File: config.mk
export PLATFORM = sky130hd
export DESIGN_NAME = seq_multiplier_32bit
export DESIGN_NICKNAME = d
export VERILOG_FILES = /design/src/rtl/alu_pkg.sv /design/src/rtl/carry_look_ahead_32bit.sv /design/src/rtl/seq_multiplier_32bit.sv
export SDC_FILE = /design/constraint.sdc
export NUM_CORES = 1
export LEC_CHECK = 0
export BUFFER_PORTS_ARGS = -buffer_cell sky130_fd_sc_hd__buf_4
export CAP_MARGIN = 15
export CELL_PAD_IN_SITES_DETAIL_PLACEMENT = 1
export CELL_PAD_IN_SITES_GLOBAL_PLACEMENT = 1
export CORE_MARGIN = 2
export CORE_UTILIZATION = 40
export CTS_CLUSTER_DIAMETER = 30
export DETAILED_ROUTE_END_ITERATION = 6
export PLACE_DENSITY_LB_ADDON = 0.1
export SLEW_MARGIN = 20
export SYNTH_ARGS = -nofsm -noshare
export SYNTH_HDL_FRONTEND = slang
export SYNTH_SLANG_ARGS = --single-unit
File: constraint.sdc
create_clock -name clk -period 6.8 [get_ports clk]
set_input_delay 0.68 -clock clk [delete_from_list [all_inputs] [get_ports clk]]
set_output_delay 0.68 -clock clk [all_outputs]
set_load 0.02 [all_outputs]
File: src/rtl/alu_pkg.sv
// Shared ALU definitions: multiplier FSM encoding and sizing constants.
package alu_pkg;

    localparam int unsigned MUL_WIDTH = 32;
    localparam int unsigned MUL_STEPS = 32;
    localparam int unsigned PROD_W    = 64;
    localparam int unsigned CNT_W     = 6;

    typedef enum logic [1:0] {
        ST_IDLE = 2'd0,
        ST_CALC = 2'd1,
        ST_DONE = 2'd2
    } mul_state_e;

endpackage

File: src/rtl/carry_look_ahead_32bit.sv
// 32-bit carry-look-ahead adder: 4-bit lookahead groups chained by group generate/propagate.
module carry_look_ahead_32bit (
    input  logic [31:0] a,
    input  logic [31:0] b,
    input  logic        cin,
    output logic [31:0] s,
    output logic        c
);

    localparam int unsigned GROUPS = 8;

    logic [31:0]       g;
    logic [31:0]       p;
    logic [32:0]       cy;
    logic [GROUPS:0]   gc;
    logic [GROUPS-1:0] gg;
    logic [GROUPS-1:0] gp;

    assign g = a & b;
    assign p = a ^ b;

    always_comb begin
        gc    = '0;
        gg    = '0;
        gp    = '0;
        cy    = '0;
        gc[0] = cin;
        // Group-level lookahead, then carries inside each group from its group carry-in.
        for (int unsigned k = 0; k < GROUPS; k++) begin
            gg[k] = g[4*k+3]
                  | (p[4*k+3] & g[4*k+2])
                  | (p[4*k+3] & p[4*k+2] & g[4*k+1])
                  | (p[4*k+3] & p[4*k+2] & p[4*k+1] & g[4*k]);
            gp[k] = p[4*k+3] & p[4*k+2] & p[4*k+1] & p[4*k];
            gc[k+1] = gg[k] | (gp[k] & gc[k]);
        end
        for (int unsigned k = 0; k < GROUPS; k++) begin
            cy[4*k]   = gc[k];
            cy[4*k+1] = g[4*k] | (p[4*k] & gc[k]);
            cy[4*k+2] = g[4*k+1] | (p[4*k+1] & g[4*k]) | (p[4*k+1] & p[4*k] & gc[k]);
            cy[4*k+3] = g[4*k+2] | (p[4*k+2] & g[4*k+1])
                      | (p[4*k+2] & p[4*k+1] & g[4*k])
                      | (p[4*k+2] & p[4*k+1] & p[4*k] & gc[k]);
        end
        cy[32] = gc[GROUPS];
    end

    assign s = p ^ cy[31:0];
    assign c = cy[32];

endmodule

File: src/rtl/seq_multiplier_32bit.sv
// Radix-2 shift-add unsigned multiplier, 32x32->64 over 32 steps, valid/ready on both sides.
module seq_multiplier_32bit
    import alu_pkg::*;
#(
    parameter int unsigned WIDTH = MUL_WIDTH
) (
    input  logic               clk,
    input  logic               rst_n,
    input  logic [WIDTH-1:0]   a,
    input  logic [WIDTH-1:0]   b,
    input  logic               in_valid,
    output logic               in_ready,
    output logic [2*WIDTH-1:0] product,
    output logic               out_valid,
    input  logic               out_ready
);

    localparam int unsigned PW = 2 * WIDTH;

    mul_state_e       state_q, state_d;
    logic [CNT_W-1:0] count_q, count_d;
    logic [WIDTH-1:0] mcand_q, mcand_d;
    logic [PW-1:0]    p_q, p_d;
    logic             in_ready_q;
    logic             out_valid_q;

    logic [WIDTH-1:0] add_s;
    logic             add_c;

    carry_look_ahead_32bit u_cla (
        .a   (p_q[PW-1:WIDTH]),
        .b   (mcand_q),
        .cin (1'b0),
        .s   (add_s),
        .c   (add_c)
    );

    always_comb begin
        state_d = state_q;
        count_d = count_q;
        mcand_d = mcand_q;
        p_d     = p_q;
        unique case (state_q)
            ST_IDLE: begin
                if (in_valid) begin
                    mcand_d = a;
                    p_d     = {WIDTH'(0), b};
                    count_d = '0;
                    state_d = ST_CALC;
                end
            end
            ST_CALC: begin
                // Adder carry-out lands in the product MSB after the shift.
                if (p_q[0]) begin
                    p_d = {add_c, add_s, p_q[WIDTH-1:1]};
                end else begin
                    p_d = {1'b0, p_q[PW-1:1]};
                end
                count_d = count_q + CNT_W'(1);
                if (count_q == CNT_W'(MUL_STEPS - 1)) begin
                    state_d = ST_DONE;
                end
            end
            ST_DONE: begin
                if (out_ready) begin
                    state_d = ST_IDLE;
                end
            end
            default: state_d = ST_IDLE;
        endcase
    end

    // Handshake flags are registered copies of the next state's decode.
    always_ff @(posedge clk or negedge rst_n) begin
        if (!rst_n) begin
            state_q     <= ST_IDLE;
            count_q     <= '0;
            mcand_q     <= '0;
            p_q         <= '0;
            in_ready_q  <= 1'b1;
            out_valid_q <= 1'b0;
        end else begin
            state_q     <= state_d;
            count_q     <= count_d;
            mcand_q     <= mcand_d;
            p_q         <= p_d;
            in_ready_q  <= (state_d == ST_IDLE);
            out_valid_q <= (state_d == ST_DONE);
        end
    end

    assign in_ready  = in_ready_q;
    assign out_valid = out_valid_q;
    assign product   = p_q;

endmodule

==> results of run 1 <==
-- cell usage after synthesis, drive strengths merged (2+ instances only) --
master  number
a22o         8
inv         25
xnor2        5
nand4        4
nor2        19
fa           8
a21o         9
mux2        25
o21a         2
xor2        17
dfrtp      105
o211ai       2
o31ai        2
a31oi        3
nor2b       36
a21oi       57
ha          33
a211oi       2
nor3         3
nand3        5
clkbuf      35
mux2i       11
o22ai        9
a32oi        6
nand2b       2
a22oi       35
nand2       32
o21ai       69
o21bai       4
a41oi        2
-- worst max-delay path by stage --
stage,from,to,slack [ns],cells past startpoint
after global placement,product[34]$_DFFE_PN0P_,product[60]$_DFFE_PN0P_,3.77,13
after detailed placement,product[34]$_DFFE_PN0P_,product[60]$_DFFE_PN0P_,3.67,13
final,product[39]$_DFFE_PN0P_,product[60]$_DFFE_PN0P_,3.69,13
after CTS,product[39]$_DFFE_PN0P_,product[60]$_DFFE_PN0P_,3.65,13
after floorplan,product[39]$_DFFE_PN0P_,product[59]$_DFFE_PN0P_,3.97,11
after global routing,product[39]$_DFFE_PN0P_,product[60]$_DFFE_PN0P_,3.43,13
-- cell type report --
cell class / instances / area share, %
Inverter: 26 / 1.31
Clock inverter: 4 / 0.990
Sequential cell: 106 / 35.6
Clock buffer: 12 / 3.44
Tap cell: 184 / 3.09
Multi-Input combinational cell: 422 / 41.3
Timing Repair Buffer: 140 / 14.3
-- report_power, final --
| part | leakage, nW | total, mW | internal (mW) | switching (mW) |
|---|---|---|---|---|
| Clock | 0.163 | 0.582 | 0.343 | 0.238 |
| Combinational | 2.03 | 2.32 | 1.05 | 1.27 |
| Sequential | 1.30 | 1.25 | 0.944 | 0.301 |
| Total | 3.49 | 4.15 | 2.34 | 1.81 |
-- sequential cells by signal (all words and copies together) (netlist names) --
| register | count |
|---|---|
| out_valid | 1 |
| in_ready | 1 |
| state_q | 2 |
| product | 64 |
| mcand_q | 32 |
| count_q | 6 |
-- kinds of logic (layout without fill, tap and decap cells) --
| family | count (synthesis) | count (layout) | share of synthesized area (%) |
|---|---|---|---|
| buffers and inverters | 61 | 182 | 3.92 |
| adder cells (fa/ha/maj) | 41 | 41 | 9.65 |
| flip-flops | 106 | 106 | 44.7 |
| XOR/XNOR | 22 | 22 | 3.24 |
| multiplexers | 36 | 36 | 6.59 |
| AO/OA/AOI/OAI | 217 | 217 | 22.9 |
| AND/OR/NAND/NOR | 106 | 106 | 8.99 |
-- worst max-delay path, stage by stage, from the launching register on --
cell and delay (ns):
dfrtp_1 0.42, ha_1 0.41, a21oi_2 0.18, a31oi_1 0.11, a211oi_2 0.40, o21ai_1 0.13
a41o_1 0.29, o22ai_2 0.23, a21o_1 0.16, fa_1 0.18, xor2_1 0.14, nor2_1 0.05
a21oi_1 0.15, o22ai_1 0.08
-- metal layers --
metal | vias up | wire [um] | share of wire [%]
met2 | 103 | 8040 | 49
met5 | - | 0 | 0
met4 | 0 | 239 | 1.4
met1 | 2505 | 7540 | 46
met3 | 16 | 708 | 4.3
li1 | 2358 | - | -
==> flow_summary.ini, run 1 <==
[route]
drtIter0Drc = 210
ant_nets = 0
finalWirelength_mm = 16.5
routed-via-count = 4982
drc = 0
vias_per_cell = 5.57
wl_per_cell_um = 18.5
firstDrtPassIters = 4

[clocking]
root_buffer = clkbuf_16
h-tree-depth = 3
post-cts-setup-buffers = 0
clk-insertion-delay-late_ns = 0.35
cts-hold-fix-buffers = 0
clk_pin_slew_ns = 0.07
cts_buffers = 9
cts_repair_resize_count = 0
clkSinkCount = 106
tritoncts = built
clockBufferDepth = 2

[logic_synthesis]
synth_cells = 589
yosysTopAreaCell = dfrtp_1
async_flop_share_pct = 100
synthTopCellsByArea = dfrtp_1 (44%), ha_1 (7.0%), o21ai_0 (5.4%), a21oi_1 (4.6%), mux2_2 (4.5%)
syn_area_sq_um = 5940
synth_nets = 698
synth-seq-cells = 106
synth_top_area_share_pct = 44.2
ys_warn_count = 0
synth.yosys.seq_area_share_pct = 44.7
ys.flop_type = dfrtp_1
synth.distinct_cells = 53
synth.avg_cell_area_sq_um = 10.1
synth_edf_count = 0

[sta]
rsz0062_at_grt = false
final.setup_skew_ns = 0.0111
hold_viol_final = 0
setup-violations-final = 0
setup_tns_ns = 0
slew_violations = 0
hold_ws_ns = 0.232
min_period_ns = 3.11
maxSlewHeadroom_pct = 29.6
fmax_mhz = 321
postLayoutSetupSlackWorst_ns = 3.69
min_period_over_period_pct = 45.8
tightestPinTransition_ns = 1.06

[die]
die_area_sq_um = 15800
ios = 134
rows = 44
coreArea_sq_um = 14500
die_h_um = 126
start_util_pct = 40.9
die_w_um = 126

[grt]
grt_overflow = 0
grt_max_degree = 82
grtUsageMet3_pct = 3.53
met1_usage_pct = 27.3
use_met2_pct = 35.1
grt_pass1_wl_mm = 26.7
grt_pass1_vias = 5301
top_usage_layer = met2
grt_util_all_layers_pct = 20.8
antenna_found_initial = 0

[finish]
syn2layout_area_growth_pct = 25.5
num_antenna_cells = 0
drive_gt1_share_pct = 27.3
instances_no_fill = 894
fillers = 1615
layout_common_cells = buf_4 (138), dfrtp_1 (105), o21ai_0 (64)
mostFrequentLayoutCell = buf_4
final-seq-area_sq_um = 2650
post-route-util_pct = 51.3
layout.nets = 814
design_area_sq_um = 7450
multi_input_area_sq_um = 3080

[hold_path]
hold_class = in2async

[status]
status = completed

[worst_setup_path]
path_max_fanout = 6
end_kind = flip-flop
rr_startpoint = product[39]$_DFFE_PN0P_
crit_type = reg2reg
crit_arrival_ns = 3.30
cp.required_ns = 6.98
ff2ff_path_depth = 13
start_kind = flip-flop
r2r-end = product[60]$_DFFE_PN0P_
r2r_slack_ns = 3.69

[place]
gp_congestion = 0.780
io_buffers = 133
place.detailed.hpwl_mm = 11.6
post-place-ws_ns = 3.67
dp_cells = 877
place_area_sq_um = 7100

[power]
power_density_nw_per_um2 = 557
finalPower_mw = 4.15
p_leak_nw = 3.49
ir_drop_mv = 0.237

[flow_run]
max_cap_violations = 0
Note: power is estimated with default switching activity, not from simulation.
==> run 2, diff against run 1 <==
- clock period: 6.8 -> 3.1 ns (I/O delays scaled with it)
==> flow_summary.ini, run 2 (synthesized netlist as in run 1, its figures left out) <==
[status]
status = completed

[worst_setup_path]
path_max_fanout = 6
startpoint = product[39]$_DFFE_PN0P_
crit_type = reg2reg
crit_arrival_ns = 3.24
rr_startpoint = product[39]$_DFFE_PN0P_
cp.required_ns = 3.38
start_kind = flip-flop
end_kind = flip-flop

[finish]
design_area_sq_um = 7490
fillers = 1615
multi_input_area_sq_um = 3090
final-seq-area_sq_um = 2650
num_antenna_cells = 0
layout_common_cells = buf_4 (147), dfrtp_1 (105), o21ai_0 (64)
mostFrequentLayoutCell = buf_4
layout.nets = 822
syn2layout_area_growth_pct = 26.0
instances_no_fill = 901
drive_gt1_share_pct = 28.3
largest_reg_flops = 64

[power]
p_leak_nw = 3.51
finalPower_mw = 9.11
power_density_nw_per_um2 = 1220
ir_drop_mv = 0.450

[clocking]
clkSinkCount = 106
clk_pin_slew_ns = 0.07
clockBufferDepth = 2
h-tree-depth = 3
clk-insertion-delay-late_ns = 0.35
root_buffer = clkbuf_16
cts_buffers = 9
tritoncts = built

[grt]
grt_pass1_wl_mm = 27.3
top_usage_layer = met2
grt_overflow = 0
grt_util_all_layers_pct = 21.3
grt_pass1_vias = 5278
grt_max_degree = 107
grtUsageMet3_pct = 3.48
met1_usage_pct = 28.4
antenna_found_initial = 0
use_met2_pct = 36.1

[route]
ant_nets = 0
drc = 0
drtIter0Drc = 184
routed-via-count = 5021
finalWirelength_mm = 16.8
wl_per_cell_um = 18.6
firstDrtPassIters = 4
vias_per_cell = 5.57

[sta]
final.setup_skew_ns = 0.0103
min_period_ns = 2.95
maxSlewHeadroom_pct = 58.1
postLayoutSetupSlackWorst_ns = 0.146
slew_violations = 0
min_period_over_period_pct = 95.3
setup_tns_ns = 0
setup-violations-final = 0
hold_viol_final = 0
tightestPinTransition_ns = 0.628
fmax_mhz = 339
rsz0062_at_grt = false

[place]
dp_cells = 884
io_buffers = 133
gp_congestion = 0.780
place_area_sq_um = 7170
post-place-ws_ns = 0.0849
place.detailed.hpwl_mm = 11.6

[hold_path]
hold_class = in2async

[die]
coreArea_sq_um = 14500
die_area_sq_um = 15800
die_w_um = 126
ios = 134
start_util_pct = 40.9
die_h_um = 126
rows = 44

[flow_run]
max_cap_violations = 0
[run 2: cell types whose count changed in the layout (fill, tap and decap cells not counted), sizes merged]
cell    before  now
bufinv       2    0
clkbuf      12   13
buf        140  148
[run 2: final timing paths]
kind | to | slack, ns | cells after the start
worst max-delay path | product[59]$_DFFE_PN0P_ | 0.15 | 11
worst min-delay path | product[7]$_DFFE_PN0P_ | 0.009 | 2
worst max register to register | product[59]$_DFFE_PN0P_ | 0.15 | 11
worst min register to register | count_q[5]$_DFFE_PN0P_ | 0.51 | 1
max in group asynchronous | product[43]$_DFFE_PN0P_ | 2.58 | 2
min in group clk | mcand_q[20]$_DFFE_PN0P_ | 0.16 | 3
[run 2: area by class of cell]
class | instances | share of cell area (%)
repair buffers | 148 | 15.0
inverters | 26 | 1.30
clock inverters | 2 | 0.134
flip-flops and latches | 106 | 35.4
multi-input cells | 422 | 41.3
well taps | 184 | 3.07
clock buffers | 13 | 3.74
[run 2: where the power goes]
group / switching (mW) / total [mW] / leakage, nW / internal (mW)
Sequential: 0.648 / 2.72 / 1.30 / 2.07
Clock: 0.513 / 1.14 / 0.147 / 0.627
Combinational: 2.86 / 5.25 / 2.07 / 2.39
[run 2: worst max-delay path, stage by stage, from the launching register on]
cell,delay [ns]
dfrtp_1,0.41
ha_1,0.41
a21oi_2,0.18
a31oi_1,0.11
a211oi_2,0.28
o21ai_1,0.13
a41o_1,0.24
o22ai_2,0.21
a21o_1,0.17
fa_1,0.42
mux2i_1,0.16
a22o_1,0.14
[run 2: timing repair]
action | in CTS | in global routing
buffers inserted | 0 | 2
setup endpoints to repair | 0 | 3
gates resized for setup | 0 | 2
hold buffers | 0 | 0
hold endpoints to repair | 0 | 0
[run 2: layer usage]
metal | routed length, um | up-vias
li1 | - | 2372
met1 | 7750 | 2519
met2 | 8090 | 114
met3 | 730 | 16
met4 | 214 | 0
met5 | 0 | -
[run 2: through the flow]
step / utilization [%] / hold slack [ns]
2_1_floorplan: - / 0.0144
3_3_place_gp: 49.3 / 0.440
3_5_place_dp: 49.3 / 0.438
4_1_cts: 51.3 / 0.0615
5_1_grt: 51.5 / 0.0781
6_report: 51.5 / 0.00875
